<file path="src/rtl/load_store_unit_pkg.sv">
// Shared constants, FSM state type and op-decode helpers for the load/store unit.
// Memory-interface count/code encodings mirror what memory_interface expects.
package load_store_unit_pkg;

  localparam int ADDR_W      = 32;
  localparam int WORD_W      = 32;
  localparam int MEM_COUNT_W = 2;
  localparam int MEM_CODE_W  = 2;

  localparam logic [MEM_COUNT_W-1:0] MEM_COUNT_NONE = 2'd0;
  localparam logic [MEM_COUNT_W-1:0] MEM_COUNT_BYTE = 2'd1;
  localparam logic [MEM_COUNT_W-1:0] MEM_COUNT_HALF = 2'd2;
  localparam logic [MEM_COUNT_W-1:0] MEM_COUNT_WORD = 2'd3;

  localparam logic [MEM_CODE_W-1:0] MEM_CODE_NONE       = 2'd0;
  localparam logic [MEM_CODE_W-1:0] MEM_CODE_READ       = 2'd1;
  localparam logic [MEM_CODE_W-1:0] MEM_CODE_WRITE      = 2'd2;
  localparam logic [MEM_CODE_W-1:0] MEM_CODE_MISALIGNED = 2'd3;

  localparam logic [2:0] F3_B  = 3'd0;
  localparam logic [2:0] F3_H  = 3'd1;
  localparam logic [2:0] F3_W  = 3'd2;
  localparam logic [2:0] F3_BU = 3'd4;
  localparam logic [2:0] F3_HU = 3'd5;

  typedef enum logic [1:0] {
    ST_IDLE = 2'd0,
    ST_REQ  = 2'd1,
    ST_RESP = 2'd2,
    ST_DONE = 2'd3
  } lsu_state_e;

  // Unsigned variants exist only for loads.
  function automatic logic f3_legal(input logic is_store, input logic [2:0] f3);
    case (f3)
      F3_B, F3_H, F3_W: return 1'b1;
      F3_BU, F3_HU:     return !is_store;
      default:          return 1'b0;
    endcase
  endfunction

  function automatic logic [MEM_COUNT_W-1:0] f3_count(input logic [2:0] f3);
    case (f3[1:0])
      2'd0:    return MEM_COUNT_BYTE;
      2'd1:    return MEM_COUNT_HALF;
      2'd2:    return MEM_COUNT_WORD;
      default: return MEM_COUNT_NONE;
    endcase
  endfunction

  function automatic logic [WORD_W-1:0] mask_store(input logic [WORD_W-1:0] data,
                                                   input logic [MEM_COUNT_W-1:0] count);
    case (count)
      MEM_COUNT_BYTE: return {24'd0, data[7:0]};
      MEM_COUNT_HALF: return {16'd0, data[15:0]};
      default:        return data;
    endcase
  endfunction

endpackage

</file>
<file path="src/rtl/load_store_unit_load_ext.sv">
// Extends right-justified load data from memory to a full register word.
module load_store_unit_load_ext
  import load_store_unit_pkg::*;
(
  input  logic [WORD_W-1:0]      data,
  input  logic [MEM_COUNT_W-1:0] count,
  input  logic                   is_unsigned,
  output logic [WORD_W-1:0]      ext
);

  // Sign- or zero-extension selected by access size.
  always_comb begin
    ext = data;
    case (count)
      MEM_COUNT_BYTE: begin
        if (is_unsigned) begin
          ext = {24'd0, data[7:0]};
        end else begin
          ext = {{24{data[7]}}, data[7:0]};
        end
      end
      MEM_COUNT_HALF: begin
        if (is_unsigned) begin
          ext = {16'd0, data[15:0]};
        end else begin
          ext = {{16{data[15]}}, data[15:0]};
        end
      end
      default: ext = data;
    endcase
  end

endmodule

</file>
<file path="src/rtl/load_store_unit.sv">
// Memory-stage load/store unit: one op per handshake, one request to memory_interface,
// one registered result held for writeback.
module load_store_unit
  import load_store_unit_pkg::*;
(
  input  logic                   clk,
  input  logic                   aresetn,
  input  logic                   i_valid,
  output logic                   o_ready,
  input  logic                   i_is_store,
  input  logic [2:0]             i_funct3,
  input  logic [ADDR_W-1:0]      i_base,
  input  logic [ADDR_W-1:0]      i_offset,
  input  logic [WORD_W-1:0]      i_store_data,
  input  logic [4:0]             i_rd,
  output logic [ADDR_W-1:0]      o_req_addr,
  output logic [WORD_W-1:0]      o_req_wr_data,
  output logic [MEM_COUNT_W-1:0] o_req_count,
  output logic                   o_req_wr_en,
  input  logic [WORD_W-1:0]      i_res_rd_data,
  input  logic [MEM_CODE_W-1:0]  i_res_code,
  output logic                   o_res_valid,
  input  logic                   i_res_ready,
  output logic [WORD_W-1:0]      o_res_data,
  output logic [4:0]             o_res_rd,
  output logic                   o_res_wr_rf,
  output logic                   o_res_misaligned,
  output logic                   o_res_illegal,
  output logic [ADDR_W-1:0]      o_res_addr
);

  lsu_state_e             state_r;
  logic                   is_store_r;
  logic                   is_unsigned_r;
  logic [MEM_COUNT_W-1:0] op_count_r;

  logic [ADDR_W-1:0]      eff_addr_s;
  logic                   legal_s;
  logic [MEM_COUNT_W-1:0] count_s;
  logic [WORD_W-1:0]      st_data_s;
  logic [WORD_W-1:0]      ext_data_s;
  logic [MEM_CODE_W-1:0]  exp_code_s;
  logic                   fault_s;

  // Decode of the op currently offered by execute.
  always_comb begin
    eff_addr_s = i_base + i_offset;
    legal_s    = f3_legal(i_is_store, i_funct3);
    count_s    = f3_count(i_funct3);
    st_data_s  = mask_store(i_store_data, count_s);
  end

  // Any response code other than the one matching the op is reported as misaligned.
  always_comb begin
    exp_code_s = is_store_r ? MEM_CODE_WRITE : MEM_CODE_READ;
    fault_s    = (i_res_code != exp_code_s);
  end

  load_store_unit_load_ext u_load_ext (
    .data        (i_res_rd_data),
    .count       (op_count_r),
    .is_unsigned (is_unsigned_r),
    .ext         (ext_data_s)
  );

  // Op sequencing and all registered outputs.
  always_ff @(posedge clk or negedge aresetn) begin
    if (!aresetn) begin
      state_r          <= ST_IDLE;
      is_store_r       <= 1'b0;
      is_unsigned_r    <= 1'b0;
      op_count_r       <= MEM_COUNT_NONE;
      o_ready          <= 1'b1;
      o_req_addr       <= {ADDR_W{1'b0}};
      o_req_wr_data    <= {WORD_W{1'b0}};
      o_req_count      <= MEM_COUNT_NONE;
      o_req_wr_en      <= 1'b0;
      o_res_valid      <= 1'b0;
      o_res_data       <= {WORD_W{1'b0}};
      o_res_rd         <= 5'd0;
      o_res_wr_rf      <= 1'b0;
      o_res_misaligned <= 1'b0;
      o_res_illegal    <= 1'b0;
      o_res_addr       <= {ADDR_W{1'b0}};
    end else begin
      case (state_r)
        ST_IDLE: begin
          if (i_valid) begin
            is_store_r       <= i_is_store;
            is_unsigned_r    <= i_funct3[2];
            op_count_r       <= count_s;
            o_ready          <= 1'b0;
            o_res_rd         <= i_rd;
            o_res_addr       <= eff_addr_s;
            o_res_data       <= {WORD_W{1'b0}};
            o_res_wr_rf      <= 1'b0;
            o_res_misaligned <= 1'b0;
            if (legal_s) begin
              o_req_addr    <= eff_addr_s;
              o_req_wr_data <= i_is_store ? st_data_s : {WORD_W{1'b0}};
              o_req_count   <= count_s;
              o_req_wr_en   <= i_is_store;
              o_res_illegal <= 1'b0;
              state_r       <= ST_REQ;
            end else begin
              // Illegal ops never reach memory; the result is ready at once.
              o_res_illegal <= 1'b1;
              o_res_valid   <= 1'b1;
              state_r       <= ST_DONE;
            end
          end else begin
            state_r <= ST_IDLE;
          end
        end
        ST_REQ: begin
          o_req_count <= MEM_COUNT_NONE;
          o_req_wr_en <= 1'b0;
          state_r     <= ST_RESP;
        end
        ST_RESP: begin
          o_res_valid <= 1'b1;
          state_r     <= ST_DONE;
          if (fault_s) begin
            o_res_misaligned <= 1'b1;
            o_res_data       <= {WORD_W{1'b0}};
            o_res_wr_rf      <= 1'b0;
          end else begin
            o_res_misaligned <= 1'b0;
            o_res_data       <= is_store_r ? {WORD_W{1'b0}} : ext_data_s;
            o_res_wr_rf      <= !is_store_r && (o_res_rd != 5'd0);
          end
        end
        ST_DONE: begin
          if (i_res_ready) begin
            o_res_valid <= 1'b0;
            o_ready     <= 1'b1;
            state_r     <= ST_IDLE;
          end else begin
            state_r <= ST_DONE;
          end
        end
        default: begin
          o_res_valid <= 1'b0;
          o_ready     <= 1'b1;
          o_req_count <= MEM_COUNT_NONE;
          o_req_wr_en <= 1'b0;
          state_r     <= ST_IDLE;
        end
      endcase
    end
  end

endmodule

</file>
<file path="config.mk">
export PLATFORM = sky130hd
export DESIGN_NAME = load_store_unit
export DESIGN_NICKNAME = d
export VERILOG_FILES = /design/src/rtl/load_store_unit_pkg.sv /design/src/rtl/load_store_unit_load_ext.sv /design/src/rtl/load_store_unit.sv
export SDC_FILE = /design/constraint.sdc
export NUM_CORES = 1
export LEC_CHECK = 0
export ABC_AREA = 1
export CAP_MARGIN = 20
export CORE_ASPECT_RATIO = 1.25
export CORE_MARGIN = 2
export CORE_UTILIZATION = 35
export DETAILED_ROUTE_END_ITERATION = 12
export PLACE_DENSITY_LB_ADDON = 0.08
export SETUP_SLACK_MARGIN = 0.2
export SKIP_CTS_REPAIR_TIMING = 1
export SLEW_MARGIN = 15
export SYNTH_ARGS = -nofsm -noshare
export SYNTH_HDL_FRONTEND = slang
export SYNTH_SLANG_ARGS = --single-unit
</file>
<file path="constraint.sdc">
create_clock -name clk -period 1.65 [get_ports clk]
set_input_delay 0.4125 -clock clk [delete_from_list [all_inputs] [get_ports clk]]
set_output_delay 0.4125 -clock clk [all_outputs]
set_load 0.01 [all_outputs]
</file>
==> run summary <==
CTS tree -> done
crit path DAT -> 1930 ps
post-route cell area -> 15,300 µm²
CTS Sinks -> 147
final setup skew -> 11.5 ps
setup violators final -> 0
DP HPWL -> 21,000 µm
Initial Util -> 35.8%
drt first pass iters -> 5
Area growth syn-to-layout -> 85.6%
NumNets Final -> 1,657
Yosys reg bits -> 147
critical setup path kind -> input pin to register
most frequent cells after synthesis -> 413 x nand2_1, 146 x dfrtp_1, 131 x inv_1, 83 x nand3_1, 60 x nor2_1
Async S/R FF share, synth -> 100%
CTS max path bufs -> 2
syn nets -> 1,260
Fin. Hold Viols -> 0
layout cells sized above 1 -> 38.5%
Setup WS pre-CTS -> -693 ps
insertion delay to the later sink of the worst-skew pair -> 420 ps
WL/cell -> 16.3 µm
placed instance area -> 12,600 µm²
Synth cell types -> 39
critical path's top delay family -> buffers and inverters
peak supply drop -> 0.609 mV
first-pass GRT wire length -> 42,100 µm
CP startpoint kind -> input pin
via count -> 8,589
RSZ-0062 raised after global routing -> yes
most numerous cell in the Yosys netlist -> nand2_1
relative slew slack -> 68.0%
routed vias/inst -> 4.83
row count -> 62
CP Capture Type -> register
PD cells -> 1260 nW/µm²
Core ar. -> 23,000 µm²
worst path cell trace -> clkdlybuf4s50_1, inv_2, nor2_8, inv_4, nor2_4, clkinv_4, buf_12, buf_12, a22o_1
Max Cap Viol -> 0
vias in the first global route -> 8,099
EDFF count, synth -> 0
WL final -> 29,000 µm
Pins Over Slew Limit -> 0
Die Y -> 176 µm
largest cells by area after synthesis -> dfrtp_1 44%, nand2_1 19%, inv_1 6.0%
Post-Synthesis Cell Area -> 8250 µm²
GRT Overall Usage -> 21.4%
Yosys top cell by area -> dfrtp_1
Max stage delay on crit path -> 520 ps
worst path required time -> 1960 ps
CP bufs+invs -> 6
Reg clk slew, reported paths -> 60 ps
Overflow after GRT -> 0
H-tree levels -> 4
Max Clk Rate -> 617 MHz
fin crit period -> 1620 ps
worst-margin pin slew -> 477 ps
initial antenna violation count -> 0
Critical Path Fanout Max -> 16
Port Buffer Count -> 283
residual DRC count -> 0
status -> complete, no violations
Mapped Cells -> 1,080
Synth top area share -> 44.3%
total CTS buffers -> 17
fin crit share -> 98.2%
Mean Syn Cell Area -> 7.64 µm²
largest net degree at the start of global routing -> 50
io pins -> 284
register area share after synthesis -> 44.6%
post-route antenna net violation count -> 0
worst hold path type -> input pin to register
Die ar. -> 24,800 µm²
ys flop type -> dfrtp_1
Die X -> 141 µm
final core occ -> 66.5%
CP max stage cell -> clkdlybuf4s50_1
leak pwr -> 9.27 nW
clock root cell -> clkbuf_16
gpl congestion -> 0.874
Antenna Cells -> 0
Yosys warnings -> 0
final worst setup slack -> 30.3 ps
DR iter-0 viols -> 292
cell with the most instances on the worst path -> buf_12
worst register-to-register path, stage by stage (launching register included):
cell and delay (ps):
dfrtp_1 410, nor2_2 130, inv_2 80, nor2_8 100
inv_4 40, nor2_4 140, clkinv_4 130, buf_12 170
buf_12 140, a22o_1 170
per-layer routing:
| metal | track usage, % | wire length [µm] | vias up |
|---|---|---|---|
| li1 | - | - | 4226 |
| met1 | 26.4 | 11800 | 4061 |
| met2 | 38.5 | 15200 | 256 |
| met3 | 3.30 | 1300 | 46 |
| met4 | 6.67 | 740 | 0 |
| met5 | 0 | 0 | - |
final timing paths:
path | end | slack (ps) | depth (start not counted) | startpoint
worst min register to register | o_req_addr[3]$_DFFE_PN0P_ | 470 | 2 | o_req_addr[3]$_DFFE_PN0P_
min in group asynchronous | o_req_wr_data[0]$_DFFE_PN0P_ | 410 | 2 | aresetn
max in group asynchronous | o_res_addr[22]$_DFFE_PN0P_ | 640 | 3 | aresetn
worst min-delay path | o_req_addr[0]$_DFFE_PN0P_ | 370 | 4 | i_base[0]
worst max-delay path | o_req_wr_data[7]$_DFFE_PN0P_ | 30 | 9 | i_valid
worst max register to register | o_req_wr_data[7]$_DFFE_PN0P_ | 40 | 9 | state_r[1]$_DFF_PN0_
sequential cells by signal, summed over array words and instances, names as in the netlist, 2 cells and up:
signal	count
o_req_addr	32
o_req_wr_data	32
o_res_addr	32
o_res_data	32
o_res_rd	5
o_req_count	2
op_count_r	2
state_r	2
kinds of logic (layout without fill, tap and decap cells):
logic type / after synthesis / after routing / synth area share (%)
buffers and inverters: 167 / 575 / 8.86
AND/OR/NAND/NOR: 584 / 586 / 29.7
adder cells (fa/ha/maj): 37 / 37 / 5.70
XOR/XNOR: 17 / 17 / 1.80
AO/OA/AOI/OAI: 128 / 128 / 9.36
flip-flops: 147 / 147 / 44.6
report_power, final:
part	switching (mW)	internal, mW
Sequential	0.934	5.14
Clock	1.61	2.13
Combinational	4.81	4.73
stage by stage:
| stage | TNS [ps] | total power [mW] | hold WS (ps) | instances |
|---|---|---|---|---|
| finish | 0 | 19.3 | 373 | 1778 |
| global route | -37.9 | 20.5 | 376 | 1778 |
| CTS | -30110 | 18.7 | -171 | 1747 |
| detailed placement | -68100 | 14.9 | 289 | 1715 |
| global placement | -67490 | 14.8 | 289 | 1715 |
| floorplan | -345 | 9.90 | 117 | 1080 |
final cells by class:
cell class	instances	area [µm²]
Fill cell	1888	7720
Multi-Input combinational cell	768	5810
Timing Repair Buffer	407	4350
Sequential cell	147	3680
Inverter	136	544
Clock buffer	18	439
Tap cell	288	360
Clock inverter	14	128
cells in the final DEF, fill, tap and decap left out, types with 4 or more instances in the layout:
master	n
clkbuf_2	30
nand2_1	244
nand3_2	34
xnor2_2	6
inv_4	5
nand2_2	117
a21oi_2	5
nor2_1	30
nand3b_1	5
nand3_1	36
inv_1	109
o21ai_0	25
a21oi_1	15
a22o_1	16
nor2_2	11
buf_4	84
inv_2	19
o21ai_2	11
buf_8	5
a21oi_4	10
ha_4	33
inv_6	4
a32o_1	8
buf_12	13
o21ai_1	31
nor2_8	4
dfrtp_1	146
clkbuf_16	20
dlymetal6s2s_1	155
nor2_4	26
nand3_4	13
buf_6	41
clkinvlp_4	4
xor2_2	4
nand2_4	51
clkdlybuf4s50_1	75
(Power assumes the default switching activity.)
